File: src/rtl/spi_slave_pkg.sv
// Shared definitions for the SPI slave front-end: command codes, FSM
// state encoding and a small elaboration-time helper.
package spi_slave_pkg;

  // Two-bit command field, first two bits of every frame.
  localparam logic [1:0] CMD_WR_ADDR = 2'b00;
  localparam logic [1:0] CMD_WR_DATA = 2'b01;
  localparam logic [1:0] CMD_RD_ADDR = 2'b10;
  localparam logic [1:0] CMD_RD_DATA = 2'b11;

  // Frame-level controller states, sequentially encoded.
  typedef enum logic [2:0] {
    ST_IDLE    = 3'd0,
    ST_RX      = 3'd1,
    ST_WAIT_TX = 3'd2,
    ST_SHIFT   = 3'd3,
    ST_DONE    = 3'd4
  } state_e;

  // Larger of two widths; used to size the payload.
  function automatic int max_int(input int a, input int b);
    return (a > b) ? a : b;
  endfunction

endpackage

File: src/rtl/spi_tx_serializer.sv
// Parallel-load, MSB-first shift-out for MISO. The MSB appears right
// after the load edge, the LSB DATA_W-1 edges later, and the line
// returns to 0 on the following edge.
module spi_tx_serializer #(
  parameter int DATA_W = 8
) (
  input  logic              clk,
  input  logic              rst_n,
  input  logic              load,
  input  logic [DATA_W-1:0] data,
  input  logic              abort,
  output logic              miso,
  output logic              busy
);

  localparam int CW = (DATA_W > 1) ? $clog2(DATA_W) : 1;

  logic [DATA_W-1:0] sh_q;
  logic [CW-1:0]     cnt_q;
  logic              busy_q;

  // Shift register: load, shift left while bits remain, clear when done.
  always_ff @(posedge clk or negedge rst_n) begin
    if (!rst_n) begin
      sh_q   <= '0;
      cnt_q  <= '0;
      busy_q <= 1'b0;
    end else if (abort) begin
      sh_q   <= '0;
      cnt_q  <= '0;
      busy_q <= 1'b0;
    end else if (load) begin
      sh_q   <= data;
      cnt_q  <= CW'(DATA_W - 1);
      busy_q <= 1'b1;
    end else if (busy_q) begin
      if (cnt_q == '0) begin
        sh_q   <= '0;
        busy_q <= 1'b0;
      end else begin
        sh_q  <= sh_q << 1;
        cnt_q <= cnt_q - CW'(1);
      end
    end
  end

  // The register top bit is the line itself, so MISO is glitch-free and
  // is 0 whenever nothing is being shifted.
  assign miso = sh_q[DATA_W-1];
  assign busy = busy_q;

endmodule

File: src/rtl/spi_slave_gen.sv
// SPI slave front-end for the single-port RAM subsystem. Deserialises a
// {cmd, payload} frame into rx_data with a one-cycle rx_valid strobe; for
// read-data commands waits (bounded) for tx_valid and serialises tx_data
// onto MISO. ss_n high outside IDLE aborts the frame silently.
module spi_slave_gen
  import spi_slave_pkg::*;
#(
  parameter int  ADDR_W     = 8,
  parameter int  DATA_W     = 8,
  parameter int  TX_TIMEOUT = 15,
  localparam int PAY_W      = max_int(ADDR_W, DATA_W)
) (
  input  logic               clk,
  input  logic               rst_n,
  input  logic               ss_n,
  input  logic               mosi,
  output logic               miso,
  output logic [PAY_W+1:0]   rx_data,
  output logic               rx_valid,
  input  logic [DATA_W-1:0]  tx_data,
  input  logic               tx_valid,
  output logic               err
);

  localparam int FRAME_W = PAY_W + 2;
  localparam int CNT_W   = $clog2(PAY_W + 3);
  localparam int WAIT_W  = $clog2(TX_TIMEOUT + 1);

  state_e             state_q, state_d;
  logic [CNT_W-1:0]   cnt_q, cnt_d;
  logic [FRAME_W-2:0] sh_q, sh_d;
  logic [FRAME_W-1:0] rx_data_q, rx_data_d;
  logic               rx_valid_q, rx_valid_d;
  logic               err_q, err_d;
  logic               rd_addr_seen_q, rd_addr_seen_d;
  logic [WAIT_W-1:0]  wait_q, wait_d;

  logic [FRAME_W-1:0] frame;
  logic [1:0]         cmd;
  logic               abort;
  logic               tx_load;
  logic               tx_busy;

  // The completed frame is the stored bits plus the bit on the wire now.
  assign frame = {sh_q, mosi};
  assign cmd   = frame[FRAME_W-1 -: 2];
  assign abort = (state_q != ST_IDLE) && ss_n;

  // State and datapath registers.
  always_ff @(posedge clk or negedge rst_n) begin
    if (!rst_n) begin
      state_q        <= ST_IDLE;
      cnt_q          <= '0;
      sh_q           <= '0;
      rx_data_q      <= '0;
      rx_valid_q     <= 1'b0;
      err_q          <= 1'b0;
      rd_addr_seen_q <= 1'b0;
      wait_q         <= '0;
    end else begin
      state_q        <= state_d;
      cnt_q          <= cnt_d;
      sh_q           <= sh_d;
      rx_data_q      <= rx_data_d;
      rx_valid_q     <= rx_valid_d;
      err_q          <= err_d;
      rd_addr_seen_q <= rd_addr_seen_d;
      wait_q         <= wait_d;
    end
  end

  // Next-state logic: frame reception, command decode, read-data wait.
  always_comb begin
    state_d        = state_q;
    cnt_d          = cnt_q;
    sh_d           = sh_q;
    rx_data_d      = rx_data_q;
    rx_valid_d     = 1'b0;
    err_d          = 1'b0;
    rd_addr_seen_d = rd_addr_seen_q;
    wait_d         = wait_q;
    tx_load        = 1'b0;

    if (abort) begin
      // rx_data deliberately holds its last value across an abort.
      state_d = ST_IDLE;
      cnt_d   = '0;
      wait_d  = '0;
    end else begin
      unique case (state_q)
        ST_IDLE: begin
          if (!ss_n) begin
            sh_d    = {sh_q[FRAME_W-3:0], mosi};
            cnt_d   = CNT_W'(1);
            state_d = ST_RX;
          end
        end
        ST_RX: begin
          if (cnt_q == CNT_W'(FRAME_W - 1)) begin
            cnt_d  = '0;
            wait_d = '0;
            if (cmd == CMD_RD_DATA && !rd_addr_seen_q) begin
              err_d   = 1'b1;
              state_d = ST_DONE;
            end else begin
              rx_data_d  = frame;
              rx_valid_d = 1'b1;
              if (cmd == CMD_RD_ADDR) begin
                rd_addr_seen_d = 1'b1;
              end
              state_d = (cmd == CMD_RD_DATA) ? ST_WAIT_TX : ST_DONE;
            end
          end else begin
            sh_d  = {sh_q[FRAME_W-3:0], mosi};
            cnt_d = cnt_q + CNT_W'(1);
          end
        end
        ST_WAIT_TX: begin
          // tx_valid wins over a coincident timeout.
          if (tx_valid) begin
            tx_load = 1'b1;
            wait_d  = '0;
            state_d = ST_SHIFT;
          end else if (wait_q == WAIT_W'(TX_TIMEOUT - 1)) begin
            err_d   = 1'b1;
            wait_d  = '0;
            state_d = ST_DONE;
          end else begin
            wait_d = wait_q + WAIT_W'(1);
          end
        end
        ST_SHIFT: begin
          if (!tx_busy) begin
            state_d = ST_DONE;
          end
        end
        ST_DONE: begin
          state_d = ST_DONE;
        end
        default: begin
          state_d = ST_IDLE;
        end
      endcase
    end
  end

  spi_tx_serializer #(
    .DATA_W (DATA_W)
  ) u_tx (
    .clk   (clk),
    .rst_n (rst_n),
    .load  (tx_load),
    .data  (tx_data),
    .abort (abort),
    .miso  (miso),
    .busy  (tx_busy)
  );

  assign rx_data  = rx_data_q;
  assign rx_valid = rx_valid_q;
  assign err      = err_q;

endmodule

File: config.mk
export PLATFORM = sky130hd
export DESIGN_NAME = spi_slave_gen
export DESIGN_NICKNAME = d
export VERILOG_FILES = /design/src/rtl/spi_slave_pkg.sv /design/src/rtl/spi_tx_serializer.sv /design/src/rtl/spi_slave_gen.sv
export SDC_FILE = /design/constraint.sdc
export NUM_CORES = 1
export LEC_CHECK = 0
export ABC_AREA = 0
export ABC_CLOCK_PERIOD_IN_PS = 4900
export BUFFER_PORTS_ARGS = -buffer_cell sky130_fd_sc_hd__buf_2
export CELL_PAD_IN_SITES_DETAIL_PLACEMENT = 1
export CELL_PAD_IN_SITES_GLOBAL_PLACEMENT = 1
export CORE_UTILIZATION = 30
export DETAILED_ROUTE_END_ITERATION = 12
export GPL_TIMING_DRIVEN = 1
export PLACE_DENSITY = 0.6
export SLEW_MARGIN = 5
export SYNTH_ARGS = -nofsm -noshare
export SYNTH_HDL_FRONTEND = slang
export SYNTH_SLANG_ARGS = --single-unit
File: constraint.sdc
create_clock -name clk -period 4.9 [get_ports clk]
set_input_delay 0.735 -clock clk [delete_from_list [all_inputs] [get_ports clk]]
set_output_delay 0.735 -clock clk [all_outputs]
set_load 0.005 [all_outputs]
==> flow_metrics.tcl, run 1 <==
set metrics [dict create \
    outcome "finished clean" \
    yosys_warnings 0 \
    place_ws_ps 2440 \
    first_iter_violations 100 \
    synth.net_count 209 \
    path_clk_slew_ps 90 \
    synth.cells.most_frequent "dfrtp_1 (45), mux2_2 (18), inv_1 (10), nand2_1 (10)" \
    synth-async-reset-ratio 1.00 \
    grt_max_degree 46 \
    cts.root.buffer_cell "clkbuf_8" \
    final_layout_size_suffix_gt1_frac 0.308 \
    htree_levels 2 \
    seq_area_frac_synth 0.505 \
    worst_clock_skew_ps 7.94 \
    grt_use_total 0.129 \
    floorplan.initialDensity 0.309 \
    cts_made_buffers 5 \
    route.detailed.wl_per_inst_um 14.5 \
    cp_cell_sequence "or3_4 > o21ai_0 > nor2b_1 > mux2_2" \
    ir_drop_uv 194 \
    antenna_left 0 \
    max-cap-violations 0 \
    top_fanout_value_on_the_critical_path 15 \
    top_level_ports 26 \
    clock_power_frac 0.207 \
    area_growth_syn_to_layout_pct 12.9 \
    static-leakage-power_nw 1.21 \
    fp.coreArea_um2 7210 \
    combPwrFrac 0.303 \
    core.rowCount 31 \
    cts_hold_buf 0 \
    worst_ep_required_time_ps 5080 \
    port-buffer-count 25 \
    clock_insertion_delay_worst_skew_ps 300 \
    hold_path_class "flip-flop to flip-flop" \
    finalWorstPathRequiredPeriod_ps 2310 \
    wire_length_of_the_first_global_routing_pass_mm 7.81 \
    synth.lib_cells_used.distinct 44 \
    synth.top_cells.by_area "dfrtp_1 (51%), mux2_2 (9.1%), mux2_4 (5.4%)" \
    cts_resized 0 \
    finalMaxSlewViolations 0 \
    number_of_vias_after_detailed_routing 1501 \
    grt_pass1_vias 1571 \
    firstDrtPassIters 4 \
    register_bit_count_reported_by_yosys 45 \
    vias_per_cell 4.80 \
    tritoncts "built" \
    slew_limit_headroom 0.301 \
    route.detailed.drc 0 \
    ctsLongestPathBuffers 2 \
    rsz0062_at_grt "false" \
    finalHoldViolations 0 \
    final.setup.worst_slack_ps 2590 \
    antenna-diode-count 0 \
    cp_data_arrival_time_ps 2490 \
    synth_edf_count 0 \
    setup-tns-final_ps 0 \
    power.density_cell_area_nw_per_um2 440 \
    min_period_over_period 0.471 \
    synth_area_leader_cell "dfrtp_1" \
    antenna_found_initial 0 \
    cts.sink_count 45 \
    post-dp-hpwl_mm 3.05 \
    switching_power_mw 0.387 \
    die_h_um 88.2 \
    worst-slew-pin-transition_ps 1050 \
    cp-end-kind "flip-flop" \
    critPathSlowestCell "nor2b_1" \
    synth_area_um2 2230 \
    path_class "flip-flop to flip-flop" \
    synthesis.instances 190 \
    dp_cell_count 305 \
    synth_most_common_cell "dfrtp_1" \
    maxClockFrequency_mhz 433 \
    wl_mm 4.53 \
    final.fill_count 835 \
    internal_power_mw 0.719 \
    floorplan.die.width_um 88.2 \
    ys_dominant_reg_cell "dfrtp_1" \
    crit_path_start_kind "flip-flop" \
    overall_die_area_um2 7780 \
    fin_util 0.349 \
    finalNetCount 232 \
    cts.repair_timing.setup_buffer_count 0 \
    routability_congestion_estimate_from_global_placement 0.692 \
    seq_power_share 0.490 \
    critical_path.max_stage_delay_ps 590 \
    synth.avg_cell_area_um2 11.7 \
    total_of_endpoints_with_negative_setup_slack_in_the_final_report 0 \
    total_power_mw 1.11 \
    number_of_standard_cells_in_the_layout_taps_in_and_fillers_out 313 \
    power.share.switching 0.350 \
    synth_top_area_share 0.505 \
    gr-total-overflow 0 \
]
[per-stage QoR]
stage          hold slack [ps]  instance area (um2)
6_report                   503                 2520
5_1_grt                    522                 2520
4_1_cts                    510                 2520
3_5_place_dp               490                 2430
3_3_place_gp               485                 2430
2_1_floorplan              439                 2230
[critical path: cells and delay by family (launching register included)]
family	cells	cell delay [ps]
simple gates	2	1080
mux	1	400
flops	1	560
compound gates	1	150
[state kept, by name, indices dropped and copies added (netlist names)]
name	cells
u_tx.busy	1
rx_data	10
u_tx.sh_q	8
rd_addr_seen_q	1
u_tx.cnt_q	3
err	1
rx_valid	1
state_q	3
cnt_q	4
wait_q	4
sh_q	9
[path summary, 6_finish.rpt]
check | from | end | slack, ps | cells past startpoint
min | u_tx.sh_q[7] | u_tx.sh_q[7] | 500 | 1
min reg2reg | u_tx.sh_q[7] | u_tx.sh_q[7] | 500 | 1
max in group asynchronous | rst_n | sh_q[6] | 3630 | 1
max | state_q[0] | u_tx.sh_q[2] | 2590 | 4
min in group asynchronous | rst_n | u_tx.cnt_q[1] | 610 | 1
max reg2reg | state_q[0] | u_tx.sh_q[2] | 2590 | 4
[routing by layer]
layer,share of wire,GRT usage
met1,0.51,0.186
met2,0.45,0.197
met3,0.024,0.0308
met4,0.011,0.0308
met5,0,0
[layout by cell type (no fill, tap or decap), drive strengths merged, types with 3 or more instances in the layout]
cell type / synthesis / layout
a22o: 7 / 7
buf: 4 / 25
inv: 10 / 10
o21ai: 8 / 8
nor2b: 3 / 3
nand2b: 4 / 4
nor3: 5 / 5
clkbuf: 5 / 6
or3: 5 / 5
o21bai: 3 / 3
nand3: 7 / 7
nand2: 10 / 10
mux2: 26 / 26
dfrtp: 45 / 45
nor2: 7 / 7
ha: 6 / 6
[cells by family after synthesis]
kind of cell             synth area share
AND/OR/NAND/NOR                     0.155
flip-flops                          0.505
AO/OA/AOI/OAI                       0.109
multiplexers                        0.154
buffers and inverters              0.0398
adder cells (fa/ha/maj)            0.0337
XOR/XNOR                          0.00393
[power by group through the flow]
stage | Clock [mW] | Combinational (mW) | Sequential, mW
finish | 0.229 | 0.335 | 0.542
global route | 0.250 | 0.381 | 0.558
CTS | 0.241 | 0.342 | 0.542
detailed placement | 0 | 0.340 | 0.549
global placement | 0 | 0.334 | 0.546
floorplan | 0 | 0.296 | 0.502
[cell type report]
cell class,instances,area [um2],area share
Sequential cell,45,1130,0.448
Multi-Input combinational cell,126,1020,0.406
Timing Repair Buffer,25,125,0.0497
Tap cell,99,124,0.0492
Clock buffer,6,72.6,0.0288
Inverter,10,37.5,0.0149
Clock inverter,2,10.0,0.00398
Power figures use the tool's default switching activity.
==> run 2: changes to the inputs <==
- ABC_CLOCK_PERIOD_IN_PS: 4900 -> 2200
- clock period: 4.9 -> 2.2 ns (I/O delays scaled with it)
==> flow_metrics.tcl, run 2 (synthesized netlist as in run 1, its figures left out) <==
set metrics [dict create \
    worst_clock_skew_ps 10.1 \
    top_level_ports 26 \
    maxClockFrequency_mhz 486 \
    antenna_left 0 \
    cp-end-kind "flip-flop" \
    cts.sink_count 45 \
    core.rowCount 31 \
    ir_drop_uv 542 \
    cts_resized 0 \
    final.setup.worst_slack_ps 140 \
    wire_length_of_the_first_global_routing_pass_mm 8.06 \
    antenna_found_initial 0 \
    antenna-diode-count 0 \
    grt_use_total 0.138 \
    path_clk_slew_ps 100 \
    firstDrtPassIters 4 \
    whs_ps -5.70 \
    floorplan.die.width_um 88.2 \
    ff2ff_path_depth 4 \
    grt_max_degree 25 \
    crit_path_start_kind "flip-flop" \
    place_ws_ps 146 \
    finalMaxSlewViolations 0 \
    grt_pass1_vias 1618 \
    fp.coreArea_um2 7210 \
    max-cap-violations 0 \
    overall_die_area_um2 7780 \
    total_of_endpoints_with_negative_setup_slack_in_the_final_report 0 \
    post-dp-hpwl_mm 3.29 \
    crit_path_start "state_q[1]" \
    route.detailed.wl_per_inst_um 14.3 \
    fin_util 0.364 \
    path_class "flip-flop to flip-flop" \
    tritoncts "built" \
    static-leakage-power_nw 1.28 \
    cts_hold_buf 0 \
    dp_cell_count 316 \
    ctsLongestPathBuffers 2 \
    most_frequent_cells_in_the_layout "dfrtp_1 (45), buf_2 (25), mux2_2 (18)" \
    most_common_cell_type_on_the_critical_path "or3_4" \
    setup-tns-final_ps 0 \
    hold_path_class "input port to asynchronous set/reset pin" \
    final.fill_count 836 \
    final_layout_size_suffix_gt1_frac 0.347 \
    critical_path.max_stage_delay_ps 500 \
    path_delay_family "simple AND/OR/NAND/NOR gates" \
    worst_ep_required_time_ps 2390 \
    placedInstanceArea_um2 2530 \
    largest_reg_flops 10 \
    clock_insertion_delay_worst_skew_ps 310 \
    gr-total-overflow 0 \
    final_area_um2 2630 \
    cts.root.buffer_cell "clkbuf_8" \
    cts_made_buffers 5 \
    failing_checks "hold timing" \
    number_of_standard_cells_in_the_layout_taps_in_and_fillers_out 324 \
    cp_cell_sequence "or3_4 > and2_4 > or3_4 > mux2_4" \
    buf_inv_stages_crit_path 0 \
    die_h_um 88.2 \
    vias_per_cell 4.92 \
    htree_levels 2 \
    finalHoldViolations 5 \
    area_growth_syn_to_layout_pct 17.8 \
    most_common_cell_after_layout_fill_and_taps_aside "dfrtp_1" \
    wl_mm 4.62 \
    number_of_vias_after_detailed_routing 1595 \
    critPathSlowestCell "or3_4" \
    cts.repair_timing.setup_buffer_count 0 \
    routability_congestion_estimate_from_global_placement 0.771 \
    floorplan.initialDensity 0.309 \
    slew_limit_headroom 0.629 \
    outcome "finished with violations" \
    first_iter_violations 84 \
    finalNetCount 243 \
    power.density_cell_area_nw_per_um2 998 \
    worst-slew-pin-transition_ps 557 \
    top_fanout_value_on_the_critical_path 12 \
    finalWorstPathRequiredPeriod_ps 2060 \
    source_of_the_worst_register_to_register_timing_path "state_q[1]" \
    route.detailed.drc 0 \
    worst-path-stages 4 \
    rsz0062_at_grt "false" \
    port-buffer-count 25 \
    min_period_over_period 0.936 \
    cp_data_arrival_time_ps 2250 \
]
run 2: changes by cell type in the layout (fill, tap and decap cells not counted), sizes merged:
cell	before	now
clkinv	2	0
inv	10	11
buf	25	36
clkinvlp	0	1
run 2: power breakdown:
part	switching, mW	internal [mW]
Clock	0.314	0.259
Sequential	0.160	0.995
Combinational	0.431	0.462
Total	0.905	1.72
run 2: routing by layer:
layer / GRT usage / part of all wire / vias to the layer above
met4: 0.0748 / 0.023 / 0
li1: - / - / 754
met3: 0.0280 / 0.024 / 7
met1: 0.189 / 0.49 / 814
met2: 0.206 / 0.46 / 20
met5: 0 / 0 / -
run 2: worst register-to-register path, delay by kind of cell (launching register included):
family | cells | cell delay (ps)
multiplexers | 1 | 330
AND/OR/NAND/NOR | 3 | 1130
flip-flops | 1 | 490
run 2: cell type report:
type / instances / area, um2 / share of cell area
inverter: 10 / 37.5 / 0.0143
clock buffer: 6 / 82.6 / 0.0314
multi-input combinational: 126 / 1020 / 0.389
sequential: 45 / 1130 / 0.429
tap: 99 / 124 / 0.0471
timing repair buffer: 36 / 220 / 0.0838
clock inverter: 2 / 16.3 / 0.00619
run 2: per-stage QoR:
step | power [mW] | hold slack (ps)
5_1_grt | 2.82 | 37.9
4_1_cts | 2.66 | 12.5
2_1_floorplan | 1.78 | 34.4
3_5_place_dp | 2.08 | 364
6_report | 2.62 | -5.70
3_3_place_gp | 2.07 | 358
run 2: worst paths after layout:
check                          endpoint  slack (ps)
setup / recovery             rx_data[1]         140
hold / removal                wait_q[0]          -6
setup reg to reg             rx_data[1]         140
hold reg to reg            u_tx.sh_q[7]         510
max in group asynchronous    rx_data[1]        1670
min in group clk           u_tx.sh_q[0]         240
